`src/rtl/mycpu_load_wb_if.sv`:
```
// mycpu_load_wb_if: MEM-to-WB handshake and payload bundle.
interface mycpu_load_wb_if #(
    parameter int PC_W   = 32,
    parameter int REG_AW = 5
);
    logic              ms_to_ws_valid;
    logic              ws_allowin;
    logic [5:0]        ms_ls_mode;
    logic [31:0]       ms_alu_result;
    logic [31:0]       ms_rt_cont;
    logic              ms_rf_wen;
    logic [REG_AW-1:0] ms_dest;
    logic [PC_W-1:0]   ms_pc;
    modport master (
        output ms_to_ws_valid, ms_ls_mode, ms_alu_result, ms_rt_cont, ms_rf_wen, ms_dest, ms_pc,
        input  ws_allowin
    );
    modport slave (
        input  ms_to_ws_valid, ms_ls_mode, ms_alu_result, ms_rt_cont, ms_rf_wen, ms_dest, ms_pc,
        output ws_allowin
    );
endinterface

```
`src/rtl/mycpu_load_wb.sv`:
```
// mycpu_load_wb: MEM/WB pipeline register with load-data hold, extraction and regfile write.
module mycpu_load_wb #(
    parameter int PC_W   = 32,
    parameter int REG_AW = 5
) (
    input  logic              clk,
    input  logic              resetn,
    mycpu_load_wb_if.slave    ms,
    input  logic              ws_flush,
    input  logic              wb_stall,
    input  logic [31:0]       data_sram_rdata,
    output logic              rf_we,
    output logic [REG_AW-1:0] rf_waddr,
    output logic [31:0]       rf_wdata,
    output logic [REG_AW-1:0] ws_dest,
    output logic [PC_W-1:0]   debug_wb_pc,
    output logic [3:0]        debug_wb_rf_wen,
    output logic [REG_AW-1:0] debug_wb_rf_wnum,
    output logic [31:0]       debug_wb_rf_wdata
);
    logic              ws_valid;
    logic              hold_vld;
    logic [31:0]       rdata_hold;
    logic              is_load;
    logic [2:0]        size;
    logic              zext;
    logic [31:0]       alu_result;
    logic [31:0]       rt_cont;
    logic              rf_wen;
    logic [REG_AW-1:0] dest;
    logic [PC_W-1:0]   pc;
    logic              ws_ready_go;
    logic              ws_allowin;
    logic [1:0]        a;
    logic [31:0]       d;
    logic [7:0]        byte_sel;
    logic [15:0]       half_sel;
    logic [31:0]       lwl_data;
    logic [31:0]       lwr_data;
    logic [31:0]       load_data;

    assign ws_ready_go   = !wb_stall;
    assign ws_allowin    = !ws_valid | ws_ready_go;
    assign ms.ws_allowin = ws_allowin;

    always_ff @(posedge clk or negedge resetn) begin
        if (!resetn) begin
            ws_valid   <= 1'b0;
            hold_vld   <= 1'b0;
            rdata_hold <= '0;
            is_load    <= 1'b0;
            size       <= '0;
            zext       <= 1'b0;
            alu_result <= '0;
            rt_cont    <= '0;
            rf_wen     <= 1'b0;
            dest       <= '0;
            pc         <= '0;
        end else begin
            if (ws_allowin)
                ws_valid <= ms.ms_to_ws_valid & !ws_flush;
            else if (ws_flush)
                ws_valid <= 1'b0;
            if (ws_allowin && ms.ms_to_ws_valid) begin
                is_load    <= ms.ms_ls_mode[5];
                size       <= ms.ms_ls_mode[3:1];
                zext       <= ms.ms_ls_mode[0];
                alu_result <= ms.ms_alu_result;
                rt_cont    <= ms.ms_rt_cont;
                rf_wen     <= ms.ms_rf_wen;
                dest       <= ms.ms_dest;
                pc         <= ms.ms_pc;
            end
            // SRAM data is only valid in the entry's first cycle; freeze it if WB stalls then
            if (ws_allowin || ws_flush)
                hold_vld <= 1'b0;
            else if (ws_valid && is_load && !hold_vld) begin
                hold_vld   <= 1'b1;
                rdata_hold <= data_sram_rdata;
            end
        end
    end

    assign a        = alu_result[1:0];
    assign d        = hold_vld ? rdata_hold : data_sram_rdata;
    assign byte_sel = a == 2'd0 ? d[7:0] : a == 2'd1 ? d[15:8] : a == 2'd2 ? d[23:16] : d[31:24];
    assign half_sel = a[1] ? d[31:16] : d[15:0];
    assign lwl_data = a == 2'd0 ? {d[7:0], rt_cont[23:0]} :
                      a == 2'd1 ? {d[15:0], rt_cont[15:0]} :
                      a == 2'd2 ? {d[23:0], rt_cont[7:0]} : d;
    assign lwr_data = a == 2'd0 ? d :
                      a == 2'd1 ? {rt_cont[31:24], d[31:8]} :
                      a == 2'd2 ? {rt_cont[31:16], d[31:16]} : {rt_cont[31:8], d[31:24]};

    always_comb begin
        load_data = d;
        case (size)
            3'b000:  load_data = {{24{byte_sel[7] & !zext}}, byte_sel};
            3'b001:  load_data = {{16{half_sel[15] & !zext}}, half_sel};
            3'b011:  load_data = lwl_data;
            3'b100:  load_data = lwr_data;
            default: load_data = d;
        endcase
    end

    assign rf_we             = ws_valid & rf_wen & ws_ready_go & !ws_flush;
    assign rf_waddr          = dest;
    assign rf_wdata          = is_load ? load_data : alu_result;
    assign ws_dest           = (ws_valid & rf_wen) ? dest : '0;
    assign debug_wb_pc       = pc;
    assign debug_wb_rf_wen   = {4{rf_we}};
    assign debug_wb_rf_wnum  = rf_waddr;
    assign debug_wb_rf_wdata = rf_wdata;
endmodule

```
`src/flat_wrapper.sv`:
```
// flat-port wrapper written by rule: the top's interface ports become plain ports
module mycpu_load_wb_flat 
#(
    parameter int PC_W   = 32,
    parameter int REG_AW = 5
)
  (clk, resetn, ws_flush, wb_stall, data_sram_rdata, rf_we, rf_waddr, rf_wdata, ws_dest, debug_wb_pc, debug_wb_rf_wen, debug_wb_rf_wnum, debug_wb_rf_wdata, ms_ms_to_ws_valid, ms_ms_ls_mode, ms_ms_alu_result, ms_ms_rt_cont, ms_ms_rf_wen, ms_ms_dest, ms_ms_pc, ms_ws_allowin);
  mycpu_load_wb_if #(.PC_W(PC_W), .REG_AW(REG_AW)) ms_i ();
  input  logic clk;
  input  logic resetn;
  input  logic ws_flush;
  input  logic wb_stall;
  input  logic [31:0] data_sram_rdata;
  output logic rf_we;
  output logic [REG_AW-1:0] rf_waddr;
  output logic [31:0] rf_wdata;
  output logic [REG_AW-1:0] ws_dest;
  output logic [PC_W-1:0] debug_wb_pc;
  output logic [3:0] debug_wb_rf_wen;
  output logic [REG_AW-1:0] debug_wb_rf_wnum;
  output logic [31:0] debug_wb_rf_wdata;
  input wire logic [$bits(ms_i.ms_to_ws_valid)-1:0] ms_ms_to_ws_valid;
  input wire logic [$bits(ms_i.ms_ls_mode)-1:0] ms_ms_ls_mode;
  input wire logic [$bits(ms_i.ms_alu_result)-1:0] ms_ms_alu_result;
  input wire logic [$bits(ms_i.ms_rt_cont)-1:0] ms_ms_rt_cont;
  input wire logic [$bits(ms_i.ms_rf_wen)-1:0] ms_ms_rf_wen;
  input wire logic [$bits(ms_i.ms_dest)-1:0] ms_ms_dest;
  input wire logic [$bits(ms_i.ms_pc)-1:0] ms_ms_pc;
  output wire logic [$bits(ms_i.ws_allowin)-1:0] ms_ws_allowin;
  assign ms_i.ms_to_ws_valid = ms_ms_to_ws_valid;
  assign ms_i.ms_ls_mode = ms_ms_ls_mode;
  assign ms_i.ms_alu_result = ms_ms_alu_result;
  assign ms_i.ms_rt_cont = ms_ms_rt_cont;
  assign ms_i.ms_rf_wen = ms_ms_rf_wen;
  assign ms_i.ms_dest = ms_ms_dest;
  assign ms_i.ms_pc = ms_ms_pc;
  assign ms_ws_allowin = ms_i.ws_allowin;
  mycpu_load_wb #(.PC_W(PC_W), .REG_AW(REG_AW)) u_core (.clk(clk), .resetn(resetn), .ms(ms_i), .ws_flush(ws_flush), .wb_stall(wb_stall), .data_sram_rdata(data_sram_rdata), .rf_we(rf_we), .rf_waddr(rf_waddr), .rf_wdata(rf_wdata), .ws_dest(ws_dest), .debug_wb_pc(debug_wb_pc), .debug_wb_rf_wen(debug_wb_rf_wen), .debug_wb_rf_wnum(debug_wb_rf_wnum), .debug_wb_rf_wdata(debug_wb_rf_wdata));
endmodule
```
`config.mk`:
```
export PLATFORM = sky130hd
export DESIGN_NAME = mycpu_load_wb_flat
export DESIGN_NICKNAME = d
export VERILOG_FILES = /design/src/rtl/mycpu_load_wb_if.sv /design/src/rtl/mycpu_load_wb.sv /design/src/flat_wrapper.sv
export SDC_FILE = /design/constraint.sdc
export NUM_CORES = 1
export LEC_CHECK = 0
export ABC_AREA = 1
export BUFFER_PORTS_ARGS = -buffer_cell sky130_fd_sc_hd__buf_2
export CAP_MARGIN = 20
export CORE_MARGIN = 3
export CORE_UTILIZATION = 30
export DETAILED_ROUTE_END_ITERATION = 10
export SLEW_MARGIN = 10
export SYNTH_ARGS = -nofsm -noshare
export SYNTH_HDL_FRONTEND = slang
export SYNTH_SLANG_ARGS = --single-unit
```
`constraint.sdc`:
```
create_clock -name clk -period 2.2 [get_ports clk]
set_clock_uncertainty 0.2 [all_clocks]
set_input_delay 0.11 -clock clk [delete_from_list [all_inputs] [get_ports clk]]
set_output_delay 0.11 -clock clk [all_outputs]
set_load 0.02 [all_outputs]
```
==> metrics.cfg <==
[outcome]
status = complete, but fails checks
failed_checks = setup timing

[sta]
tns_ns = -22.71
min_period_ns = 2.64
worstMarginPinSlew_ns = 0.508
finalHoldViolCount = 0
finalCritPeriodShare_pct = 120
final-max-slew-violation-count = 0
fmax_ghz = 0.378
setup_violations = 64
slew_headroom_pct = 66.1
rsz0062_at_grt = yes
layout_setup_ws_ns = -0.443

[logic_synthesis]
ys.warnings.count = 0
yosysUniqueCellTypes = 30
syn_area_per_cell_sq_um = 7.46
synth_common_cells = 371 x nand2_1, 141 x dfrtp_1, 129 x o21ai_0
synth_edf_count = 0
ys_seq_area_share_pct = 39.6
synth_fp_nets = 1339
synthesis.area_sq_mm = 0.00890
synth_seq_cells = 141
yosys.area.top_type_share_pct = 39.6
async_flop_share_pct = 100
synthCells = 1194
synth.most_common_cell = nand2_1
ys_top_cells_by_area = dfrtp_1 40%, nand2_1 16%, mux2_2 12%, o21ai_0 7.3%, inv_1 4.1%
ys.flop_type = dfrtp_1
synth_area_leader_cell = dfrtp_1

[global_routing]
grt_pass1_wl_um = 53200
grt_pass1_vias = 9868
grt_max_degree = 76
gr-usage-all-layers_pct = 21.8
antenna_found_initial = 0
overflow = 0

[worst_setup_path]
r2r_start = u_core.ws_valid
crit_slowest_cell = dfrtp_2
criticalPathCategory = register to primary output
required_ns = 1.89
cpPeakStageDelay_ns = 0.46
critPathArrivalTime_ns = 2.33
cpLargestDelayFamily = simple AND/OR/NAND/NOR gates
crit_buf_inv = 3
worst_setup_path_start_kind = register
path_cells = buf_4 -> nand2_1 -> o21ai_0 -> buf_4 -> nand2_1 -> nand2_1 -> o21ai_1 -> nand2_1 -> nor2_1 -> nand2_1 -> nand2_1 -> nand2_2 -> buf_4
cp_max_fo = 11
cp_common_cell = nand2_1
ff2ff_setup_slack_ns = 0.35
worst_setup_path_end_kind = primary output
r2r_cells = 5
rr_endpoint = u_core.rdata_hold[14]

[clock_tree]
cts_root_buf = clkbuf_16
clockBufferDepth = 2
clock_sinks = 141
clock_latency_ns = 0.44
cts_tree = yes
h-tree-depth = 4
path_clk_slew_ns = 0.07
numCtsBuffers = 17

[finish]
num_antenna_cells = 0
nFillCells = 2831
fin_nets = 1785
area_growth_syn_to_layout_pct = 53.4
drive_gt1_share_pct = 36.8

[detailed_routing]
ant_nets = 0
wl_per_cell_um = 17.0
drt-pass1-iter-count = 5
viasPerCell = 4.71
routed-via-count = 9590
routed_wirelength_um = 34600
drcViolationCount = 0
drt-initial-drc-count = 605

[placed_design]
numPortBuffers = 260
place_hpwl_um = 24900
dp_slack_ns = -0.113
gp_congestion = 0.988

[power_and_ir_drop]
vdd_drop_max_uv = 469
p_leak_uw = 0.00689
power.total_uw = 10100
powerDensity_mw_per_mm2 = 740

[floorplanning]
die_area_sq_mm = 0.0318
die_w_um = 178
pin_count = 262
die_h_um = 178
start_util_pct = 30.7
coreArea_sq_mm = 0.0290
rows = 62

[worst_hold_path]
worstHoldPathType = input pin to asynchronous set/reset pin

[flow_run]
drv_cap = 0

-- registers in the layout, summed over array words and instances, names as in the netlist, 3 cells and up --
register                 cells
u_core.debug_wb_rf_wnum      5
u_core.debug_wb_pc          32
u_core.rdata_hold           32
u_core.alu_result           32
u_core.rt_cont              32
u_core.size                  3
-- report_power, final --
group / switching (uW) / internal [uW]
registers: 266 / 2990
clock network: 1290 / 1660
logic: 2220 / 1680
-- worst max-delay path by stage --
stage	start	to	depth (start not counted)
final	u_core.hold_vld	debug_wb_rf_wdata[19]	13
after global routing	u_core.hold_vld	debug_wb_rf_wdata[19]	14
after CTS	u_core.hold_vld	debug_wb_rf_wdata[18]	13
after floorplan	u_core.hold_vld	rf_wdata[0]	10
after global placement	u_core.alu_result[1]	debug_wb_rf_wdata[5]	10
after detailed placement	u_core.hold_vld	rf_wdata[23]	14
-- through the flow --
stage	hold WS, ns	util (%)	cell area (sq um)	instances
finish	0.0190	47.1	13700	2037
global route	0.0510	47.1	13700	2037
floorplan	-0.386	-	8900	1194
global placement	-0.152	38.1	11100	1844
detailed placement	-0.151	38.1	11100	1844
CTS	0.0144	46.2	13400	2031
-- cell families after synthesis --
family          after synthesis  synth area share [%]
flops                       141                  39.6
simple gates                528                  24.0
buf+inv                     215                  12.0
compound gates              217                  12.6
mux                          93                  11.8
-- area by class of cell --
type | count | area, sq um | area share, %
clock buffers | 19 | 453 | 3.32
clock inverters | 13 | 143 | 1.04
inverters | 109 | 420 | 3.08
multi-input cells | 839 | 4530 | 33.2
flip-flops and latches | 141 | 3530 | 25.9
well taps | 384 | 480 | 3.52
repair buffers | 532 | 4100 | 30.0
-- metal layers --
metal | GRT usage (%) | up-vias | wire length [um]
li1 | - | 4684 | -
met1 | 26.4 | 4487 | 14100
met2 | 38.2 | 353 | 17200
met3 | 4.36 | 66 | 2220
met4 | 8.21 | 0 | 1130
met5 | 0 | - | 0
-- cells in the final DEF (no fill, tap or decap), types with 3 or more instances in the layout --
cell,count
dfrtp_2,5
nand2_2,41
nand3_2,5
buf_8,3
mux2_2,93
o211ai_1,11
nand2_1,341
inv_4,3
nand2_4,7
a21oi_1,61
nor2_4,3
nand3_1,38
buf_2,204
inv_6,6
o21ai_0,98
buf_4,155
nor2_2,6
buf_6,13
clkbuf_16,17
dlygate4sd3_1,142
buf_12,15
dfrtp_1,136
clkinv_1,4
inv_2,9
nor2_1,81
inv_1,92
o21ai_1,35
o21ai_2,7
-- worst min-delay path: cells and delay by family --
family	cells	cell delay (ns)
buf+inv	3	0.91
-- repair_timing --
action,4_1_cts,5_1_grt
hold buffers,143,0
setup buffers,11,6
endpoints found under the setup margin,64,64
resized for setup,92,82
gates cloned,1,0
pin swaps,11,9
hold endpoints to repair,282,0
(Power assumes the default switching activity.)
